--- config.mk ---
export PLATFORM = sky130hd
export DESIGN_NAME = pc_next_unit_flat
export DESIGN_NICKNAME = d
export VERILOG_FILES = /design/src/rtl/pc_pkg.sv /design/src/rtl/pc_next_unit_if.sv /design/src/rtl/pc_adder.sv /design/src/rtl/pc_next_unit.sv /design/src/flat_wrapper.sv
export SDC_FILE = /design/constraint.sdc
export NUM_CORES = 1
export LEC_CHECK = 0
export CORE_ASPECT_RATIO = 0.9
export CORE_UTILIZATION = 44
export CTS_CLUSTER_SIZE = 20
export DETAILED_ROUTE_END_ITERATION = 16
export PLACE_DENSITY = 0.82
export SYNTH_ARGS = -nofsm -noshare
export SYNTH_HDL_FRONTEND = slang
export SYNTH_SLANG_ARGS = --single-unit
--- constraint.sdc ---
create_clock -name clk -period 4.75 [get_ports clk]
set_clock_uncertainty 0.05 [all_clocks]
set_input_delay 0.475 -clock clk [delete_from_list [all_inputs] [get_ports clk]]
set_output_delay 0.475 -clock clk [all_outputs]
set_load 0.03 [all_outputs]
--- src/rtl/pc_pkg.sv ---
// pc_pkg: shared constants and types for the program-counter stage.
//   PC_WIDTH        default PC/data width
//   PC_RESET_VECTOR default address loaded by reset
//   PC_INC          sequential fetch increment in bytes
//   pc_sel_t        next-PC mux select, produced by the priority encoder
package pc_pkg;

    localparam int          PC_WIDTH        = 32;
    localparam logic [31:0] PC_RESET_VECTOR = 32'h0000_0000;
    localparam int          PC_INC          = 4;

    typedef enum logic [1:0] {
        SEL_SEQ,
        SEL_BRANCH,
        SEL_JUMP,
        SEL_JR
    } pc_sel_t;

endpackage

--- src/rtl/pc_next_unit_if.sv ---
// pc_next_unit_if: control and address bundle between the fetch controller
// and the PC stage.
//   master : fetch/decode side, drives control, observes PC outputs
//   slave  : pc_next_unit, consumes control, drives PC outputs
//   stall, branch_taken, branch_imm, jump, jump_target, jr, jr_addr  (master -> slave)
//   pc_out, pc_plus4, next_pc                                         (slave -> master)
interface pc_next_unit_if #(
    parameter int WIDTH = 32
);

    logic             stall;
    logic             branch_taken;
    logic [15:0]      branch_imm;
    logic             jump;
    logic [25:0]      jump_target;
    logic             jr;
    logic [WIDTH-1:0] jr_addr;
    logic [WIDTH-1:0] pc_out;
    logic [WIDTH-1:0] pc_plus4;
    logic [WIDTH-1:0] next_pc;

    modport master (
        output stall, branch_taken, branch_imm, jump, jump_target, jr, jr_addr,
        input  pc_out, pc_plus4, next_pc
    );

    modport slave (
        input  stall, branch_taken, branch_imm, jump, jump_target, jr, jr_addr,
        output pc_out, pc_plus4, next_pc
    );

endinterface

--- src/rtl/pc_adder.sv ---
// pc_adder: combinational WIDTH-bit adder, carry out discarded so results
// wrap modulo 2^WIDTH.
//   a_i, b_i : operands
//   sum_o    : (a_i + b_i) mod 2^WIDTH
module pc_adder #(
    parameter int WIDTH = 32
) (
    input  logic [WIDTH-1:0] a_i,
    input  logic [WIDTH-1:0] b_i,
    output logic [WIDTH-1:0] sum_o
);

    assign sum_o = a_i + b_i;

endmodule

--- src/rtl/pc_next_unit.sv ---
// pc_next_unit: program-counter register and next-PC selection for fetch.
//   clk  : rising-edge clock
//   rst  : synchronous active-low reset, PC <- RESET_VECTOR
//   bus  : pc_next_unit_if.slave
//          inputs  stall, branch_taken/branch_imm, jump/jump_target, jr/jr_addr
//          outputs pc_out (registered), pc_plus4, next_pc (combinational)
// Next-PC priority: jr > jump > branch > sequential. stall only blocks the
// register load; next_pc still shows the selected target.
module pc_next_unit
    import pc_pkg::*;
#(
    parameter int               WIDTH        = PC_WIDTH,
    parameter logic [WIDTH-1:0] RESET_VECTOR = WIDTH'(PC_RESET_VECTOR),
    parameter int               INC          = PC_INC
) (
    input  logic           clk,
    input  logic           rst,
    pc_next_unit_if.slave  bus
);

    localparam logic [WIDTH-1:0] INC_W = WIDTH'(INC);

    logic [WIDTH-1:0] pc_q;
    logic [WIDTH-1:0] pc_d;
    logic [WIDTH-1:0] pc_plus4;
    logic [WIDTH-1:0] br_off;
    logic [WIDTH-1:0] br_tgt;
    logic [WIDTH-1:0] j_tgt;
    pc_sel_t          sel;

    // Sequential increment.
    pc_adder #(.WIDTH(WIDTH)) u_inc (
        .a_i   (pc_q),
        .b_i   (INC_W),
        .sum_o (pc_plus4)
    );

    // Word offset -> byte offset: sign-extend the immediate, then shift by 2.
    assign br_off = {{(WIDTH-18){bus.branch_imm[15]}}, bus.branch_imm, 2'b00};

    pc_adder #(.WIDTH(WIDTH)) u_br (
        .a_i   (pc_plus4),
        .b_i   (br_off),
        .sum_o (br_tgt)
    );

    // J-type keeps the region bits above bit 27 from PC+4; at WIDTH=28 there
    // are none and the target is just the shifted instr_index.
    generate
        if (WIDTH > 28) begin : g_jregion
            assign j_tgt = {pc_plus4[WIDTH-1:28], bus.jump_target, 2'b00};
        end else begin : g_jflat
            assign j_tgt = {bus.jump_target, 2'b00};
        end
    endgenerate

    always_comb begin
        sel = SEL_SEQ;
        if (bus.jr)                sel = SEL_JR;
        else if (bus.jump)         sel = SEL_JUMP;
        else if (bus.branch_taken) sel = SEL_BRANCH;
    end

    always_comb begin
        pc_d = pc_plus4;
        unique case (sel)
            SEL_JR:     pc_d = bus.jr_addr;
            SEL_JUMP:   pc_d = j_tgt;
            SEL_BRANCH: pc_d = br_tgt;
            default:    pc_d = pc_plus4;
        endcase
    end

    always_ff @(posedge clk) begin
        if (!rst)            pc_q <= RESET_VECTOR;
        else if (!bus.stall) pc_q <= pc_d;
    end

    assign bus.pc_out   = pc_q;
    assign bus.pc_plus4 = pc_plus4;
    assign bus.next_pc  = pc_d;

endmodule

--- src/flat_wrapper.sv ---
// flat-port wrapper written by rule: the top's interface ports become plain ports
module pc_next_unit_flat import pc_pkg::*;
#(
    parameter int               WIDTH        = PC_WIDTH,
    parameter logic [WIDTH-1:0] RESET_VECTOR = WIDTH'(PC_RESET_VECTOR),
    parameter int               INC          = PC_INC
)
  (clk, rst, bus_stall, bus_branch_taken, bus_branch_imm, bus_jump, bus_jump_target, bus_jr, bus_jr_addr, bus_pc_out, bus_pc_plus4, bus_next_pc);
  pc_next_unit_if #(.WIDTH(WIDTH)) bus_i ();
  input  logic clk;
  input  logic rst;
  input wire logic [$bits(bus_i.stall)-1:0] bus_stall;
  input wire logic [$bits(bus_i.branch_taken)-1:0] bus_branch_taken;
  input wire logic [$bits(bus_i.branch_imm)-1:0] bus_branch_imm;
  input wire logic [$bits(bus_i.jump)-1:0] bus_jump;
  input wire logic [$bits(bus_i.jump_target)-1:0] bus_jump_target;
  input wire logic [$bits(bus_i.jr)-1:0] bus_jr;
  input wire logic [$bits(bus_i.jr_addr)-1:0] bus_jr_addr;
  output wire logic [$bits(bus_i.pc_out)-1:0] bus_pc_out;
  output wire logic [$bits(bus_i.pc_plus4)-1:0] bus_pc_plus4;
  output wire logic [$bits(bus_i.next_pc)-1:0] bus_next_pc;
  assign bus_i.stall = bus_stall;
  assign bus_i.branch_taken = bus_branch_taken;
  assign bus_i.branch_imm = bus_branch_imm;
  assign bus_i.jump = bus_jump;
  assign bus_i.jump_target = bus_jump_target;
  assign bus_i.jr = bus_jr;
  assign bus_i.jr_addr = bus_jr_addr;
  assign bus_pc_out = bus_i.pc_out;
  assign bus_pc_plus4 = bus_i.pc_plus4;
  assign bus_next_pc = bus_i.next_pc;
  pc_next_unit #(.WIDTH(WIDTH), .RESET_VECTOR(RESET_VECTOR), .INC(INC)) u_core (.clk(clk), .rst(rst), .bus(bus_i));
endmodule
# Yosys cells after proc, flatten, opt, wreduce, memory -nomap -nowiden
# Cells that the tools add are included.
# totals
reg_bits	32
latchBits	0
ram_bits	0
mem_bits_ro	0
in_bits	80
memories	0
# classes
n_addsub	2
multipliers	0
div_mod_pow	0
n_lt_le_gt_ge	0
eq_ne	3
n_shift	0
muxes	4
n_bitwise	0
n_reduce_logical	0
# ops
operator	n
one-hot mux 32 bit (3 select lines)	1
adder 32 x 3 -> 32 bit, second input constant	1
adder 32 bit	1
equality test 2 bit, second input constant	2
two-way mux 2 bit	2
equality test 2 x 1 -> 1 bit, second input constant	1
two-way mux 1 bit	1

# Depth between registers and ports, before layout
# depth
depth_word	5
depth_mapped	17

# Modules after synthesis
# From an unflattened synthesis, not the netlist that was laid out.
# hier_totals
hier_cells	787
hier_area_um2	5669.2
# modules_own_cells
mod	n_inst	cells_per_inst	area_each_um2
pc_next_unit	1	314	2204.6
pc_adder (u_core.u_br)	1	241	1744.2
pc_adder (u_core.u_inc)	1	232	1720.4

# Worst setup path before layout
# Ideal clock, no wire load.
# synth_timing
kind	register to output
start	reg u_core.pc_q[4] (netlist: u_core.bus.pc_out[4])
end	out bus_next_pc[28]
arrival_ps	4192
path_slack_ps	33
path_stages_with_launch	14
path_cell_list	dfxtp_1 -> and4_1 -> and4_1 -> nand3_1 -> xnor2_1 -> ha_1 -> a21o_1 -> a21o_1 -> a211oi_1 -> a211oi_2 -> o21ai_1 -> a211oi_1 -> or3_1 -> o21ai_1
# synth_via
elab_chain_len	3
# synth_rtl
element	line_no	rtl
from (decl)	pc_next_unit.sv:23	logic [WIDTH-1:0] pc_q;
from (signal assigned)	pc_next_unit.sv:76	else if (!bus.stall) pc_q <= pc_d;
adder 32 x 3 -> 32 bit	pc_adder.sv:13	assign sum_o = a_i + b_i;
via bus_pc_plus4[11]	flat_wrapper.sv:20	output wire logic [$bits(bus_i.pc_plus4)-1:0] bus_pc_plus4;
adder 32 bit	pc_adder.sv:13	
one-hot mux 32 bit (3 select lines)	pc_next_unit.sv:66	unique case (sel)
to (decl)	flat_wrapper.sv:21	output wire logic [$bits(bus_i.next_pc)-1:0] bus_next_pc;
# The timed path passes the listed nets, and every way through them passes these cells.

# Worst setup path after layout
# layout_timing
start	reg u_core.pc_q[6] (netlist: u_core.bus.pc_out[6])
end	out bus_next_pc[26]
# layout_via
elab_chain_len	3
# layout_rtl
element	line_no
adder 32 x 3 -> 32 bit (*)	pc_adder.sv:13
adder 32 bit	pc_adder.sv:13
one-hot mux 32 bit (3 select lines) (*)	pc_next_unit.sv:66
# Every way passes the cells marked *; elsewhere a longest branch is shown, timed or not.

==> impl_metrics.toml <==
[routing]
postRouteWirelength_um = 17100
route.antenna.remaining_nets = 0
via_count = 5350
drt-wirelength-per-cell_um = 19.1
drc = 0
via_per_inst = 5.96
drt-initial-drc-count = 323
drtPass1Iterations = 5

[cts]
clock_latency_on_the_worst_skew_pair_ns = 0.29
cts.htree.levels = 2
cts_tree = "done"
clock-sinks = 32
clock-root-buffer = "clkbuf_8"
clk_path_buf_depth = 2
clock_buffer_count_from_cts = 5
clkSlewWorstSetupHoldPaths_ns = 0.07
cts.hold.buffers_added = 0

[placement]
portBuffers = 175
dp_slack_ns = -0.0257
detailedPlacementHpwl_um = 12900
routabilityCongestion = 0.968
dpl-instance-area_sq_um = 6230

[synth]
postSynthRegisterBits = 32
postSynth.topFlopCell = "dfxtp_1"
ys_async_sr_fraction_pct = 0
post_synthesis_sequential_area_ratio_pct = 15.4
synth_enable_flop_cells = 0
syn_nets = 697
postSynthCellCount = 582
synth_warnings = 0
synth.top_cells.by_count = "nand2_1 (82), nor2_1 (43), a21oi_1 (39)"
postSynthAreaPerCell_sq_um = 7.15
synthMostInstantiatedCell = "nand2_1"
mappedNetlistArea_sq_um = 4160
netlist_top_cells_area = "dfxtp_1 (15%), ha_1 (10%), nand2_1 (7.4%)"
synth_cell_type_count = 67
synth_largest_type_area_fraction_pct = 15.4
netlist.top_cell.by_area = "dfxtp_1"

[cells_and_area]
insertedDiodeCount = 0
layout.cell_area.non_filler_sq_um = 6420
area_growth_pct = 54.3
number_of_nets_in_the_layout = 890
drive_above_1_share_pct = 12.5
largest_register_ffs = 32

[critical_path]
crit_path_cell_trace = "and4_2 -> nand4_1 -> nor2_4 -> buf_4 -> xor2_1 -> ha_1 -> a21o_1 -> and3_1 -> nand2b_1 -> a311o_1 -> or2_4 -> o21ai_1 -> o22a_1 -> dlygate4sd2_1"
start_kind = "register"
crit_path_max_fanout = 5
timing.rr.end = "u_core.bus.pc_out[30]$_SDFFE_PN0N_"
critPathTopFamily = "simple AND/OR/NAND/NOR gates"
worst_path_largest_cell_delay_ns = 0.42
worst_path_buffer_plus_inverter_count = 2
worstSetupPathType = "register to output pin"
r2r_cells = 15
worst_setup_slack_for_register_to_register_paths_ns = 0.97
required_ns = 4.22
worst_path_max_delay_cell = "dlygate4sd2_1"
critical_path.reg2reg.startpoint = "u_core.bus.pc_out[6]$_SDFFE_PN0N_"
critical_path.endpoint_type = "output pin"
worstPathArrival_ns = 4.05

[die]
start_util_pct = 45.4
ioPinCount = 176
die_h_um = 94.3
core.rowCount = 33
chipWidth_um = 105
design.core.area_sq_um = 9170
floorplan.die_area_sq_um = 9850

[global_route]
via_count_of_the_first_global_routing_pass = 5079
pin_count_of_the_biggest_net_entering_global_routing = 52
grtUsageMet2_pct = 57.7
antenna_found_initial = 0
grt_overflow_total = 0
global_route.usage.met3_pct = 4.85
gr-usage-all-layers_pct = 33.0
grt_pass1_wl_um = 25700
grt_busiest_layer = "met2"
grt.met1_usage_pct = 41.9

[run]
cap_violations = 0

[power]
worst_ir_drop_vdd_uv = 118
power.density_cell_area_nw_per_um2 = 209
power.leakage_nw = 2.79

[min_path]
whs_endpoint = "u_core.bus.pc_out[5]$_SDFFE_PN0N_"
timing.hold.worst.class = "register to register"
hold-path-cell-count = 2
min_from = "u_core.bus.pc_out[5]$_SDFFE_PN0N_"

[sta]
timing.max_slew.rel_slack_pct = 42.3
slew_worst_pin_ns = 0.865
fin_crit_period_ns = 4.57
setup_slack_ns = 0.177
hold_viol = 0
layout_worst_path_cycle_share_pct = 96.3
setup_viol = 0
grt_setup_unrepaired = "no"
fmaxAchievable_ghz = 0.219
timing_max_transition_violations_final = 0

[outcome]
outcome = "complete, no violations"
## worst min-delay path, cell delays in order (launching register included)
cell,delay (ns)
dfxtp_2,0.35
nand2_1,0.07
a21boi_0,0.07
## cells in the final DEF, fill, tap and decap left out, types with 4 or more instances in the layout
cell / n
dlygate4sd2_1: 7
clkbuf_8: 6
or2_2: 4
a21o_1: 13
nand2_1: 82
o21ai_1: 12
and2_1: 6
nor3_1: 5
o211a_1: 8
xnor2_1: 20
a21oi_1: 37
inv_1: 16
o22ai_1: 8
nand2b_1: 12
dfxtp_1: 26
o221ai_1: 9
o21ai_0: 25
o21a_1: 7
o31ai_1: 10
nor2_1: 41
clkdlybuf4s50_1: 158
a21boi_0: 6
xor2_1: 25
and4_1: 5
buf_4: 42
and3_1: 12
ha_1: 32
nand4_1: 8
a31oi_1: 7
nand3_1: 25
mux2i_1: 5
a22oi_1: 8
clkbuf_2: 5
dfxtp_2: 6
## stage by stage
| step | hold WS [ns] | instances | TNS [ns] | power, mW | utilization, % |
|---|---|---|---|---|---|
| detailed placement | 0.466 | 888 | -0.0257 | 1.10 | 67.9 |
| finish | 0.472 | 898 | 0 | 1.35 | 70.1 |
| CTS | 0.477 | 896 | 0 | 1.33 | 69.3 |
| global route | 0.483 | 898 | 0 | 1.41 | 70.1 |
| floorplan | 0.571 | 582 | 0 | 0.776 | - |
| global placement | 0.462 | 888 | 0 | 1.09 | 67.9 |
## power by group
group          switching (mW)  internal (mW)  leakage (nW)
registers              0.0224          0.289         0.266
clock network           0.116          0.118        0.0445
logic                   0.456          0.343          2.48
## area by class of cell
type                    count  area, sq um
inverters                  18         67.6
well taps                 122          153
multi-input cells         503         3450
clock inverters             1         7.51
repair buffers            215         2010
flip-flops and latches     32          648
fillers                   786         2740
clock buffers               7         86.3
## how the worst max path moves through the flow
stage	slack, ns	end	depth (start not counted)	start
floorplan	0.03	bus_next_pc[28]	13	u_core.bus.pc_out[4]$_SDFFE_PN0N_
global placement	0.09	bus_next_pc[30]	14	u_core.bus.pc_out[5]$_SDFFE_PN0N_
detailed placement	-0.03	bus_next_pc[30]	14	u_core.bus.pc_out[5]$_SDFFE_PN0N_
CTS	0.009	bus_next_pc[22]	15	u_core.bus.pc_out[11]$_SDFFE_PN0N_
global route	0.02	bus_next_pc[27]	16	u_core.bus.pc_out[6]$_SDFFE_PN0N_
finish	0.18	bus_next_pc[26]	14	u_core.bus.pc_out[6]$_SDFFE_PN0N_
## per-layer routing
| layer | up-vias | part of all wire, % |
|---|---|---|
| met5 | - | 0 |
| met1 | 2523 | 43 |
| met3 | 30 | 7.9 |
| li1 | 2530 | - |
| met2 | 267 | 47 |
| met4 | 0 | 1.9 |
## cell families (layout without fill, tap and decap cells)
| group | count (synthesis) | in the layout | synth area share [%] |
|---|---|---|---|
| multiplexers | 5 | 5 | 1.20 |
| XOR/XNOR | 47 | 47 | 9.89 |
| flip-flops | 32 | 32 | 15.4 |
| adder cells (fa/ha/maj) | 35 | 35 | 10.7 |
| AND/OR/NAND/NOR | 221 | 221 | 25.3 |
| buffers and inverters | 47 | 241 | 4.42 |
| AO/OA/AOI/OAI | 195 | 195 | 33.1 |
## repair_timing
action                     4_1_cts  5_1_grt
setup endpoints to repair       14       15
pin swaps                        0        6
gates resized for setup         22       32
buffers inserted                 0        2
Note: power is estimated with default switching activity, not from simulation.
